File: src/rtl/mac_pe_pkg.sv
// Shared definitions for the streaming MAC PE: Booth radix-4 digit selects,
// partial-product count, default accumulator margin and saturation limits.
package mac_pe_pkg;

    typedef enum logic [2:0] {
        BOOTH_ZERO = 3'd0,
        BOOTH_POS1 = 3'd1,
        BOOTH_POS2 = 3'd2,
        BOOTH_NEG2 = 3'd3,
        BOOTH_NEG1 = 3'd4
    } booth_sel_t;

    localparam int DEFAULT_W    = 16;
    localparam int ACC_W_MARGIN = 8;
    localparam int MAX_ACC_W    = 256;

    function automatic int pp_count(input int w);
        return w / 2;
    endfunction

    // Triplet is {b[2i+1], b[2i], b[2i-1]}
    function automatic booth_sel_t booth_encode(input logic [2:0] bits);
        case (bits)
            3'b001, 3'b010: return BOOTH_POS1;
            3'b011:         return BOOTH_POS2;
            3'b100:         return BOOTH_NEG2;
            3'b101, 3'b110: return BOOTH_NEG1;
            default:        return BOOTH_ZERO;
        endcase
    endfunction

    function automatic logic [MAX_ACC_W-1:0] sat_pos(input int acc_w);
        logic [MAX_ACC_W-1:0] v;
        v = '0;
        for (int i = 0; i < MAX_ACC_W; i++) begin
            if (i < acc_w - 1) v[i] = 1'b1;
        end
        return v;
    endfunction

    // Only the low acc_w bits are meaningful: sign bit set, all others clear
    function automatic logic [MAX_ACC_W-1:0] sat_neg(input int acc_w);
        return ~sat_pos(acc_w);
    endfunction

endpackage

File: src/rtl/booth_csa_tree.sv
// Combinational radix-4 Booth multiplier front end: W/2 partial products
// compressed by a carry-save chain into two rows whose sum is a*b mod 2^(2W).
module booth_csa_tree
    import mac_pe_pkg::*;
#(
    parameter int W = DEFAULT_W
) (
    input  logic [W-1:0]   i_a,
    input  logic [W-1:0]   i_b,
    output logic [2*W-1:0] o_row0,
    output logic [2*W-1:0] o_row1
);
    localparam int NPP = pp_count(W);

    logic [2*W-1:0] w_a_ext;
    logic [W:0]     w_bx;
    logic [2*W-1:0] w_pp [NPP];

    assign w_a_ext = {{W{i_a[W-1]}}, i_a};
    assign w_bx    = {i_b, 1'b0};

    // Partial products: Booth digit times sign-extended a, weighted by 4^i
    always_comb begin
        logic [2*W-1:0] v_mag;
        for (int i = 0; i < NPP; i++) begin
            case (booth_encode(w_bx[2*i +: 3]))
                BOOTH_POS1: v_mag = w_a_ext;
                BOOTH_POS2: v_mag = w_a_ext << 1;
                BOOTH_NEG1: v_mag = -w_a_ext;
                BOOTH_NEG2: v_mag = -(w_a_ext << 1);
                default:    v_mag = '0;
            endcase
            w_pp[i] = v_mag << (2*i);
        end
    end

    // 3:2 carry-save reduction down to two rows
    always_comb begin
        logic [2*W-1:0] v_r0;
        logic [2*W-1:0] v_r1;
        logic [2*W-1:0] v_s;
        logic [2*W-1:0] v_c;
        v_r0 = w_pp[0];
        v_r1 = w_pp[1];
        for (int i = 2; i < NPP; i++) begin
            v_s  = v_r0 ^ v_r1 ^ w_pp[i];
            v_c  = ((v_r0 & v_r1) | (v_r0 & w_pp[i]) | (v_r1 & w_pp[i])) << 1;
            v_r0 = v_s;
            v_r1 = v_c;
        end
        o_row0 = v_r0;
        o_row1 = v_r1;
    end

endmodule

File: src/rtl/mac_pe_stream.sv
// Two-stage streaming signed MAC PE with frame framing and operand forwarding.
// Build option: define MAC_PE_SAT_EN to saturate the accumulator instead of wrapping.
module mac_pe_stream
    import mac_pe_pkg::*;
#(
    parameter int W     = DEFAULT_W,
    parameter int ACC_W = 2*W + ACC_W_MARGIN
) (
    input  logic             clk,
    input  logic             rst,
    input  logic             in_valid,
    output logic             in_ready,
    input  logic [W-1:0]     a,
    input  logic [W-1:0]     b,
    input  logic             in_clr,
    input  logic             in_last,
    output logic [W-1:0]     a_out,
    output logic [W-1:0]     b_out,
    output logic             out_valid,
    input  logic             out_ready,
    output logic [ACC_W-1:0] out_acc,
    output logic             out_ovf
);
`ifdef MAC_PE_SAT_EN
    localparam logic [ACC_W-1:0] SAT_POS = ACC_W'(sat_pos(ACC_W));
    localparam logic [ACC_W-1:0] SAT_NEG = ACC_W'(sat_neg(ACC_W));
`endif

    logic             w_en;
    logic [2*W-1:0]   w_row0;
    logic [2*W-1:0]   w_row1;
    logic [2*W-1:0]   w_prod;
    logic [ACC_W-1:0] w_p;
    logic [ACC_W-1:0] w_base;
    logic [ACC_W-1:0] w_sum;
    logic [ACC_W-1:0] w_acc_n;
    logic             w_ovf_add;
    logic             w_ovf_n;

    logic [2*W-1:0]   r_row0;
    logic [2*W-1:0]   r_row1;
    logic             r_s1_valid;
    logic             r_s1_clr;
    logic             r_s1_last;
    logic [ACC_W-1:0] r_acc;
    logic             r_ovf;
    logic [W-1:0]     r_a_out;
    logic [W-1:0]     r_b_out;
    logic             r_out_valid;
    logic [ACC_W-1:0] r_out_acc;
    logic             r_out_ovf;

    booth_csa_tree #(.W(W)) u_tree (
        .i_a    (a),
        .i_b    (b),
        .o_row0 (w_row0),
        .o_row1 (w_row1)
    );

    // A held result blocks the whole pipe
    assign w_en     = ~(r_out_valid & ~out_ready);
    assign in_ready = w_en;

    assign w_prod = r_row0 + r_row1;
    assign w_p    = {{(ACC_W-2*W){w_prod[2*W-1]}}, w_prod};

    // Accumulate with signed-overflow detection, optional clamping
    always_comb begin
        w_base    = r_s1_clr ? '0 : r_acc;
        w_sum     = w_base + w_p;
        w_ovf_add = (w_base[ACC_W-1] == w_p[ACC_W-1]) && (w_sum[ACC_W-1] != w_base[ACC_W-1]);
        w_ovf_n   = (r_s1_clr ? 1'b0 : r_ovf) | w_ovf_add;
`ifdef MAC_PE_SAT_EN
        if (w_ovf_add) begin
            w_acc_n = w_base[ACC_W-1] ? SAT_NEG : SAT_POS;
        end else begin
            w_acc_n = w_sum;
        end
`else
        w_acc_n = w_sum;
`endif
    end

    // S1: capture product rows, framing bits and forwarded operands
    always_ff @(posedge clk or posedge rst) begin
        if (rst) begin
            r_row0     <= '0;
            r_row1     <= '0;
            r_s1_valid <= 1'b0;
            r_s1_clr   <= 1'b0;
            r_s1_last  <= 1'b0;
            r_a_out    <= '0;
            r_b_out    <= '0;
        end else if (w_en) begin
            r_row0     <= w_row0;
            r_row1     <= w_row1;
            r_s1_valid <= in_valid;
            r_s1_clr   <= in_clr;
            r_s1_last  <= in_last;
            if (in_valid) begin
                r_a_out <= a;
                r_b_out <= b;
            end
        end
    end

    // S2: accumulator update and result hand-off; a completing frame reloads out_valid
    always_ff @(posedge clk or posedge rst) begin
        if (rst) begin
            r_acc       <= '0;
            r_ovf       <= 1'b0;
            r_out_valid <= 1'b0;
            r_out_acc   <= '0;
            r_out_ovf   <= 1'b0;
        end else begin
            if (r_out_valid && out_ready) r_out_valid <= 1'b0;
            if (w_en && r_s1_valid) begin
                if (r_s1_last) begin
                    r_out_acc   <= w_acc_n;
                    r_out_ovf   <= w_ovf_n;
                    r_out_valid <= 1'b1;
                    r_acc       <= '0;
                    r_ovf       <= 1'b0;
                end else begin
                    r_acc <= w_acc_n;
                    r_ovf <= w_ovf_n;
                end
            end
        end
    end

    assign a_out     = r_a_out;
    assign b_out     = r_b_out;
    assign out_valid = r_out_valid;
    assign out_acc   = r_out_acc;
    assign out_ovf   = r_out_ovf;

endmodule
File: config.mk
export PLATFORM = sky130hd
export DESIGN_NAME = mac_pe_stream
export DESIGN_NICKNAME = d
export VERILOG_FILES = /design/src/rtl/mac_pe_pkg.sv /design/src/rtl/booth_csa_tree.sv /design/src/rtl/mac_pe_stream.sv
export SDC_FILE = /design/constraint.sdc
export NUM_CORES = 1
export LEC_CHECK = 0
export CORE_MARGIN = 2
export CORE_UTILIZATION = 40
export DETAILED_ROUTE_END_ITERATION = 8
export HOLD_SLACK_MARGIN = 0.05
export SYNTH_ARGS = -nofsm -noshare
export SYNTH_HDL_FRONTEND = slang
export SYNTH_SLANG_ARGS = --single-unit
File: constraint.sdc
create_clock -name clk -period 9.35 [get_ports clk]
set_input_delay 2.805 -clock clk [delete_from_list [all_inputs] [get_ports clk]]
set_output_delay 2.805 -clock clk [all_outputs]
set_load 0.01 [all_outputs]
# ---- Word level (Yosys, flattened, before mapping)
# Index checks and enable logic that the tools add are counted.
dict set report word_totals {
  reg_bits 181
  inputBits 38
  wordCells 183
}
dict set report classes {
  n_addsub 4
  n_eq_ne 79
  mux 23
  bitwise_logic 46
  n_reduce_logical 19
}
# op n
set op_table {}
lappend op_table {{31-bit AND} 18}
lappend op_table {{32-bit bitwise XOR} 12}
lappend op_table {{31-bit OR} 12}
lappend op_table {{32-bit one-hot mux with 4 select lines} 1}
lappend op_table {{30-bit one-hot mux with 4 select lines} 1}
lappend op_table {{28-bit one-hot mux with 4 select lines} 1}
lappend op_table {{26-bit one-hot mux with 4 select lines} 1}
lappend op_table {{24-bit one-hot mux with 4 select lines} 1}
lappend op_table {{3-bit by 2-bit equality test with 1-bit output (second input constant)} 30}
lappend op_table {{22-bit one-hot mux with 4 select lines} 1}
lappend op_table {{3-bit equality test (second input constant)} 29}
lappend op_table {{3-bit one-hot mux with 4 select lines} 7}
lappend op_table {{40-bit 2-to-1 mux} 2}
lappend op_table {{20-bit one-hot mux with 4 select lines} 1}
lappend op_table {{18-bit one-hot mux with 4 select lines} 1}
lappend op_table {{32-bit negator} 2}
lappend op_table {{3-bit by 1-bit equality test with 1-bit output (second input constant)} 15}
lappend op_table {{40-bit adder} 1}
lappend op_table {{32-bit adder} 1}
lappend op_table {{2-bit OR reduction} 14}
lappend op_table {{3-bit one-hot mux with 3 select lines} 1}
lappend op_table {{1-bit 2-to-1 mux} 5}
lappend op_table {{2-bit equality test (second input constant)} 2}
lappend op_table {{2-bit AND reduction} 2}
lappend op_table {{7 further kinds} 10}

# ---- Longest topological paths before layout
# Gate-level depths: netlist of the first run.
dict set report depth {
  depth_word 23
  ltp_mapped 32
  mapped_depth_nobuf 26
}

# ---- Cells and area by module
# A second synthesis of the first run with hierarchy kept.
dict set report hier_totals {
  hier_cells 2534
  area_unflattened_um2 20535.9
}
# module n_inst cells_each area_per_inst_um2 seq_area_each_um2
set modules_own_cells {}
lappend modules_own_cells {mac_pe_stream 1 1151 10550.1 4554.4}
lappend modules_own_cells {booth_csa_tree 1 1383 9985.8 0.0}

# ---- Worst setup path before layout of the first run
# OpenSTA, ideal clock, no wires.
dict set report synth_path {
  path_type {input -> register}
  start {in a[0]}
  end {reg r_row0[31]}
  setup_ns 0.131
  arrival_ns 10.046
  required_time_ns 9.219
  setup_slack_ns -0.826
  stages 32
  path_buffers 6
  cell_sequence {clkbuf_1 > inv_1 > clkbuf_1 > ha_1 > buf_4 > or3b_1 > buf_2 > or4b_4 > or4_4 > buf_2 > o21a_1 > clkbuf_1 > nand2_1 > o21ai_0 > a21oi_1 > inv_1 > fa_1 > inv_1 > fa_1 > inv_1 > fa_1 > inv_1 > fa_1 > fa_1 > xnor2_1 > xnor2_1 > xnor2_1 > xnor2_1 > xnor2_1 > xnor2_1 > xnor2_1 > o21ai_1}
}
dict set report synth_between {
  elab_chain_len 19
  elab_cells_between_ends 47
  classes_between {2 x add/sub; 8 x mux; 37 x bitwise}
}
# item line
set synth_lines {}
lappend synth_lines {{start: declaration} mac_pe_stream.sv:13} ;# input logic [W-1:0] a,
lappend synth_lines {{32-bit negator (on tied branches)} {booth_csa_tree.sv:30, booth_csa_tree.sv:29}}
lappend synth_lines {{32-bit one-hot mux with 4 select lines, or another cell as far along} booth_csa_tree.sv:26} ;# case (booth_encode(w_bx[2*i +: 3]))
lappend synth_lines {{31-bit AND} booth_csa_tree.sv:47} ;# v_c = ((v_r0 & v_r1) | (v_r0 & w_pp[i]) | (v_r1 & w_pp[i])) << 1;
lappend synth_lines {{31-bit OR (2 in a row)} booth_csa_tree.sv:47}
lappend synth_lines {{31-bit AND} booth_csa_tree.sv:47}
lappend synth_lines {{31-bit OR (2 in a row)} booth_csa_tree.sv:47}
lappend synth_lines {{31-bit AND} booth_csa_tree.sv:47}
lappend synth_lines {{31-bit OR (2 in a row)} booth_csa_tree.sv:47}
lappend synth_lines {{31-bit AND} booth_csa_tree.sv:47}
lappend synth_lines {{31-bit OR (2 in a row)} booth_csa_tree.sv:47}
lappend synth_lines {{31-bit AND} booth_csa_tree.sv:47}
lappend synth_lines {{31-bit OR (2 in a row)} booth_csa_tree.sv:47}
lappend synth_lines {{32-bit bitwise XOR} booth_csa_tree.sv:46} ;# v_s = v_r0 ^ v_r1 ^ w_pp[i];
lappend synth_lines {{32-bit bitwise XOR (*)} booth_csa_tree.sv:46}
lappend synth_lines {{end signal: assignment} mac_pe_stream.sv:95} ;# r_row0 <= w_row0;
lappend synth_lines {{end: declaration} mac_pe_stream.sv:40} ;# logic [2*W-1:0] r_row0;
# Every way passes the cells marked *; elsewhere a longest branch is shown, timed or not.
# A chain may end at the register's enable or synchronous reset.

# ---- Worst setup path in the final report of the first run
dict set report layout_path {
  start {in a[1]}
  end {reg r_row0[31]}
}
# The elaborated chain is that of the path after synthesis.

==> run summary, run 1 <==
Status - complete, no violations
Max IR drop VDD - 0.1642 mV
Final min period - 9.049 ns
Syn avg cell area - 7.984 um^2
H-Tree Depth - 4
Final Util - 0.4555
Critical path fanouts, max - 4
Vias after detailed routing - 18.33k
Chip Width - 225.4 um
Worst rel slew slack - 0.1724
Die Span Y - 225.4 um
Cells after Synth - 2456
P_leak - 9.851 nW
Async SR Flop Fraction - 1.000
DRT Pass-1 Iters - 8
Net Switching - 3.478 mW
Clock Pin Slew Worst Setup and Hold Paths - 0.07 ns
DPL Wire Length - 47840 um
Via density - 5.873
Post-synth top flop - dfrtp_1
Post-synth EDFFs - 0
Final Net Count - 2753
CP startpoint - a[1]
Worst min path class - reg2reg
Maximum number of pins on one net before global-route repair - 102
Non-filler cells, final - 3121
Final wirelength - 63020 um
GP Congestion - 0.9247
Slew Viols, Final - 0
Initial DRC count - 1806
Clk buf depth - 2
Filler Cell Count - 4888
Multi-input gate area - 0.01411 mm^2
Hold slack - 0.4726 ns
PortBufs - 112
CP arrival - 9.37 ns
Total gr overflow - 0
Worst setup path class - in2reg
First-pass GRT wire length - 99830 um
Net Sw Frac - 0.4816
Max cap viols - 0
Seq/Total Area, Yosys - 0.2221
DRC viols - 0
Yosys reg bits - 174
Yosys warnings - 0
WP data required - 9.67 ns
CTS tree - done
Share of cells above drive strength 1 - 0.09608
Worst slew pin tran - 1.233 ns
Register Area - 0.004354 mm^2
Core area - 0.04865 mm^2
Post-Syn Area - 0.01961 mm^2
I/O pin total - 113
DP Cell Count - 3087
Hold-fix buffers at CTS - 0
Period utilisation layout - 0.9678
Sequential share of power - 0.172
Net count after synthesis - 2724
Critical R2R Launch - r_row0[12]
Most common cell after layout, fill and taps aside - nand2_1
CP Launch Type - input port
Rows - 81
Num CTS Buffers - 17
Total Die Area - 0.05081 mm^2
Number of global-route vias before repair - 17.80k
Initial antenna violation count - 1
Worst skew pair latency - 0.46 ns
Initial Utilization - 0.4031
Drt wl/cell - 20.19 um
Global-route usage over all layers - 0.2492
Max Clock Skew - 0.01152 ns
Antenna-violating nets left - 0
F_max - 110.5 MHz
RSZ-0062 raised after global routing - false
HP Start - r_row1[17]
Crit path capture type - flip-flop
Most frequent cells in the layout - nand2_1 (440), o21ai_0 (220), a21oi_1 (207)
P&R area growth vs syn - 13.00%
Combinational power share - 0.725
Final hold vios - 0
Clk network pwr share - 0.103
Netlist cell types - 74
Root Buffer - clkbuf_16
Final number of setup-violating endpoints - 0
Dpl ws - -0.4113 ns
Internal - 3.744 mW
Pwr/cell area - 326.0 mW/mm^2
Final worst slack - 0.3013 ns
Number of clock sinks - 174
[what timing repair did]
item / in CTS / in global routing
buffers inserted: 0 / 1
gates resized for setup: 0 / 5
endpoints found under the setup margin: 0 / 1
endpoints found under the hold margin: 0 / 0
[registers in the layout, indices dropped and copies added, names as in the netlist]
| name | count |
|---|---|
| a_out | 16 |
| b_out | 16 |
| out_acc | 40 |
| out_ovf | 1 |
| out_valid | 1 |
| r_acc | 40 |
| r_ovf | 1 |
| r_row0 | 32 |
| r_row1 | 24 |
| r_s1_clr | 1 |
| r_s1_last | 1 |
| r_s1_valid | 1 |
[logic make-up after synthesis]
logic type	Yosys count	synth area share
AOI/OAI and AO/OA	821	0.2687
and+or+nand+nor	716	0.1554
buffers and inverters	321	0.06215
adders and majority gates	230	0.1981
DFF	174	0.2221
xor gates and xnor gates	124	0.05539
muxes	70	0.03816
[critical path, stage by stage]
cell,delay (ns)
clkdlybuf4s50_1,0.46
inv_2,0.11
ha_4,0.13
or3b_1,0.39
or4b_4,0.53
or4_4,0.49
o21a_4,0.26
buf_12,0.13
nand2_2,0.07
o21ai_2,0.07
a21oi_2,0.16
buf_4,0.13
inv_1,0.04
fa_1,0.49
inv_1,0.05
fa_1,0.44
fa_1,0.51
fa_1,0.49
fa_2,0.43
xnor2_2,0.15
xnor2_1,0.19
xnor2_1,0.16
xnor2_1,0.16
xnor2_1,0.15
xnor2_1,0.15
xnor2_1,0.14
o21ai_1,0.07
[power groups by stage]
stage               sequential, mW  combinational, mW  clock [mW]
global route                  1.28               5.94       0.794
finish                        1.24               5.24       0.743
global placement              1.25               5.10           0
floorplan                     1.27               3.79           0
CTS                           1.25               5.25       0.763
detailed placement            1.26               5.24           0
[per-stage QoR]
step / power (mW) / setup TNS (ns) / instance area (um^2)
after global routing: 8.016 / 0 / 22160
after global placement: 6.345 / -1.332 / 21540
after CTS: 7.262 / 0 / 22140
final: 7.222 / 0 / 22160
after floorplan: 5.060 / -0.1445 / 19720
after detailed placement: 6.491 / -2.594 / 21540
[worst paths after layout]
kind	cells after the start	to	slack (ns)
worst min register to register	2	r_row1[17]	0.47
worst min-delay path	2	r_row1[17]	0.47
worst max-delay path	27	r_row0[31]	0.30
worst max register to register	21	r_acc[39]	3.17
max in group asynchronous	3	out_acc[22]	4.93
min in group asynchronous	2	out_acc[4]	2.86
[Yosys cell counts (all sizes together) (3+ instances only)]
| cell type | number | area share |
|---|---|---|
| a22o | 27 | 0.012 |
| clkinv | 7 | 0.0013 |
| a211oi | 36 | 0.014 |
| or3 | 6 | 0.0019 |
| xor2 | 54 | 0.024 |
| or4 | 3 | 0.0013 |
| o21bai | 5 | 0.0019 |
| nor4 | 4 | 0.0016 |
| a31o | 6 | 0.0027 |
| nor3 | 16 | 0.0041 |
| o21ai | 232 | 0.060 |
| xnor2 | 70 | 0.031 |
| fa | 134 | 0.14 |
| nor2 | 130 | 0.025 |
| nand3b | 3 | 0.0011 |
| o31ai | 8 | 0.0031 |
| o22ai | 24 | 0.0077 |
| nand2b | 12 | 0.0038 |
| a21oi | 210 | 0.054 |
| ha | 96 | 0.061 |
| mux2 | 28 | 0.016 |
| a221o | 21 | 0.011 |
| clkbuf | 175 | 0.034 |
| a222oi | 8 | 0.0041 |
| nand2 | 444 | 0.085 |
| a21o | 47 | 0.018 |
| nand3 | 13 | 0.0033 |
| or2 | 16 | 0.0051 |
| a311oi | 3 | 0.0013 |
| dfrtp | 174 | 0.22 |
| buf | 38 | 0.0080 |
| inv | 101 | 0.019 |
| o21a | 15 | 0.0057 |
| o211ai | 46 | 0.018 |
| mux2i | 41 | 0.021 |
| a31oi | 34 | 0.011 |
| nor2b | 53 | 0.017 |
| a2111oi | 3 | 0.0013 |
| a221oi | 40 | 0.019 |
| o221ai | 13 | 0.0058 |
| and2 | 5 | 0.0016 |
| a22oi | 13 | 0.0050 |
| a211o | 14 | 0.0063 |
| and3 | 4 | 0.0013 |
[area by class of cell]
class | count | share of cell area
repair buffers | 223 | 0.08595
diodes | 1 | 0.0001129
inverters | 108 | 0.01863
well taps | 622 | 0.03512
multi-input cells | 1961 | 0.6367
flip-flops and latches | 174 | 0.1965
clock inverters | 15 | 0.007736
clock buffers | 17 | 0.01920
[layer usage]
metal,up-vias,global-route usage,part of all wire
met4,0,0.08866,0.030
met5,-,0,0
met2,695,0.4091,0.47
li1,8684,-,-
met3,90,0.02934,0.060
met1,8861,0.3390,0.44
Power figures use the tool's default switching activity.
==> run 2: changes to the inputs <==
--- a/config.mk
+++ b/config.mk
@@ -8,7 +8,9 @@
 export CORE_MARGIN = 2
 export CORE_UTILIZATION = 40
 export DETAILED_ROUTE_END_ITERATION = 8
+export DONT_BUFFER_PORTS = 1
 export HOLD_SLACK_MARGIN = 0.05
 export SYNTH_ARGS = -nofsm -noshare
 export SYNTH_HDL_FRONTEND = slang
 export SYNTH_SLANG_ARGS = --single-unit
+export TNS_END_PERCENT = 100
==> run summary, run 2 (synthesized netlist as in run 1, its figures left out) <==
Clock Pin Slew Worst Setup and Hold Paths - 0.07 ns (about the same)
Root Buffer - clkbuf_16
CP Depth - 24 (-11%)
DRC viols - 0 (unchanged)
Final number of setup-violating endpoints - 0 (unchanged)
Initial DRC count - 1759 (-2.6%)
P&R area growth vs syn - 5.297%
Pwr/cell area - 335.2 mW/mm^2 (+2.8%)
Post-CTS Setup Bufs - 0 (unchanged)
Max cap viols - 0 (unchanged)
Die Span Y - 225.4 um (unchanged)
Antenna-violating nets left - 0 (unchanged)
Final hold vios - 0 (unchanged)
Via density - 5.955 (+1.4%)
Final wirelength - 61740 um (-2.0%)
Slowest cell on crit path - or4_4
Slew Viols, Final - 0 (unchanged)
P_leak - 9.117 nW (-7.5%)
Most common cell after layout, fill and taps aside - nand2_1
Combinational power share - 0.704 (-0.021)
Num CTS Buffers - 17 (unchanged)
Worst r2r dst - r_acc[39]
DPL Wire Length - 45950 um (-3.9%)
DRT Pass-1 Iters - 6 (-2)
Net Switching - 3.358 mW (-3.5%)
Crit path capture type - flip-flop
CP startpoint - a[1]
F_max - 113.9 MHz (+3.0%)
Placed Area - 0.02004 mm^2 (-7.0%)
Sequential share of power - 0.190 (+0.018)
Maximum number of pins on one net before global-route repair - 99 (-2.9%)
H-Tree Depth - 4 (unchanged)
Hold-fix buffers at CTS - 0 (unchanged)
I/O pin total - 113 (unchanged)
PortBufs - 0 (-100%)
Design area - 0.02065 mm^2 (-6.8%)
Worst setup path class - in2reg
Flop2flop setup slack - 3.21 ns (+0.04 ns)
Diodes inserted - 0 (-1)
Worst skew pair latency - 0.45 ns (about the same)
Period utilisation layout - 0.9394 (-0.02839)
Worst slew pin tran - 1.180 ns (-0.05264 ns)
Internal - 3.563 mW (-4.8%)
Largest stage delay on the critical path - 0.57 ns (+0.04 ns)
First-pass GRT wire length - 98220 um (-1.6%)
Final min period - 8.783 ns (-0.2654 ns)
Vias after detailed routing - 17.56k (-4.2%)
Most frequent cells in the layout - nand2_1 (439), o21ai_0 (222), a21oi_1 (208)
CP Launch Type - input port
Max IR drop VDD - 0.1547 mV (-5.8%)
Drt wl/cell - 20.94 um (+3.7%)
Final Net Count - 2582 (-6.2%)
Family with the most delay on the worst path - adder cells
Worst min path class - reg2reg
Critical path fanouts, max - 14 (+10)
Total Die Area - 0.05081 mm^2 (unchanged)
CTS tree - done
Total gr overflow - 0 (unchanged)
Final Util - 0.4244 (-0.03107)
Global-route usage over all layers - 0.2451 (-0.004124)
Share of cells above drive strength 1 - 0.07134 (-0.02474)
Initial antenna violation count - 0 (-1)
Initial Utilization - 0.4031 (unchanged)
RSZ-0062 raised after global routing - false
Worst rel slew slack - 0.2077 (+0.03534)
Worst R2R Path Depth - 26 (+24%)
Chip Width - 225.4 um (unchanged)
Worst path cell trace - inv_1, ha_4, or3b_1, or4b_4, or4_4, o21ai_4, buf_4, o21ai_0, a221oi_2, inv_1, fa_1, inv_1, fa_1, fa_1, fa_1, fa_2, xnor2_2, xnor2_1, xnor2_1, xnor2_1, xnor2_1, xnor2_1, xnor2_1, o21ai_1
WP data required - 9.66 ns (about the same)
Net Sw Frac - 0.4852 (+0.003621)
Rows - 81 (unchanged)
DP Cell Count - 2917 (-5.5%)
Worst Setup EP - r_row0[31]
CP bufs+invs - 4 (-2)
Clk buf depth - 2 (unchanged)
Status - complete, no violations
Non-filler cells, final - 2949 (-5.5%)
Critical R2R Launch - r_row0[8]
Cell mode on critical path - xnor2_1
Max Clock Skew - 0.01072 ns (-0.0008000 ns)
Number of global-route vias before repair - 17.19k (-3.4%)
Post-CTS resize count - 0 (unchanged)
GP Congestion - 0.9151 (-1.0%)
CP arrival - 9.10 ns (-0.27 ns)
Clk network pwr share - 0.106 (+0.003)
Core area - 0.04865 mm^2 (unchanged)
Number of clock sinks - 174 (unchanged)
==> run 2: cell count changes in the layout (fill, tap and decap cells not counted), moves of 2 or more <==
cell             previous run  this run
buf_2                      13         0
inv_6                       8         1
inv_8                       2         0
clkinv_4                    2         6
clkdlybuf4s50_1            98         0
o21ai_1                     8         6
o21ai_0                   220       222
buf_4                     110        52
clkinvlp_4                  0         2
clkbuf_8                    0         3
==> run 2: worst min-delay path: cells and delay by family, from the launching register on <==
family | cells | cell delay (ns)
flip-flops | 1 | 0.33
AND/OR/NAND/NOR | 1 | 0.05
AO/OA/AOI/OAI | 1 | 0.06
==> run 2: per-layer routing <==
metal  vias to the layer above  GRT usage  part of all wire
li1                       8331          -                 -
met1                      8461     0.3296              0.44
met2                       678     0.4018              0.46
met3                        91    0.03664             0.069
met4                         0    0.08460             0.030
met5                         -          0                 0
==> run 2: area by class of cell <==
type / count / area [um^2]
multi-input cells: 1961 / 14110
clock inverters: 11 / 132.6
repair buffers: 52 / 390.4
fillers: 4907 / 28000
inverters: 108 / 412.9
clock buffers: 21 / 470.5
flip-flops and latches: 174 / 4354
well taps: 622 / 778.2
==> run 2: power by group through the flow <==
stage	sequential (mW)	clock (mW)	combinational, mW
finish	1.32	0.734	4.87
global route	1.36	0.786	5.53
CTS	1.32	0.754	4.89
detailed placement	1.33	0	4.86
global placement	1.32	0	4.74
floorplan	1.27	0	3.79
==> run 2: stage by stage <==
stage          total power [mW]  setup slack [ns]  hold WS, ns  TNS (ns)
2_1_floorplan             5.060           -0.1445       0.4407   -0.1445
3_3_place_gp              6.068            0.2027       0.4548         0
3_5_place_dp              6.193           0.08887       0.4602         0
4_1_cts                   6.966            0.5574       0.4769         0
5_1_grt                   7.675            0.1834       0.4908         0
6_report                  6.921            0.5667       0.4719         0
==> run 2: worst min-delay path by stage <==
stage	start	end	slack, ns	cells past startpoint
after floorplan	r_acc[29]	r_acc[29]	0.44	2
after global routing	r_row1[24]	r_row1[24]	0.49	2
after CTS	r_acc[38]	r_acc[38]	0.48	2
after global placement	r_acc[29]	r_acc[29]	0.45	2
final	r_acc[38]	r_acc[38]	0.47	2
after detailed placement	r_acc[38]	r_acc[38]	0.46	2
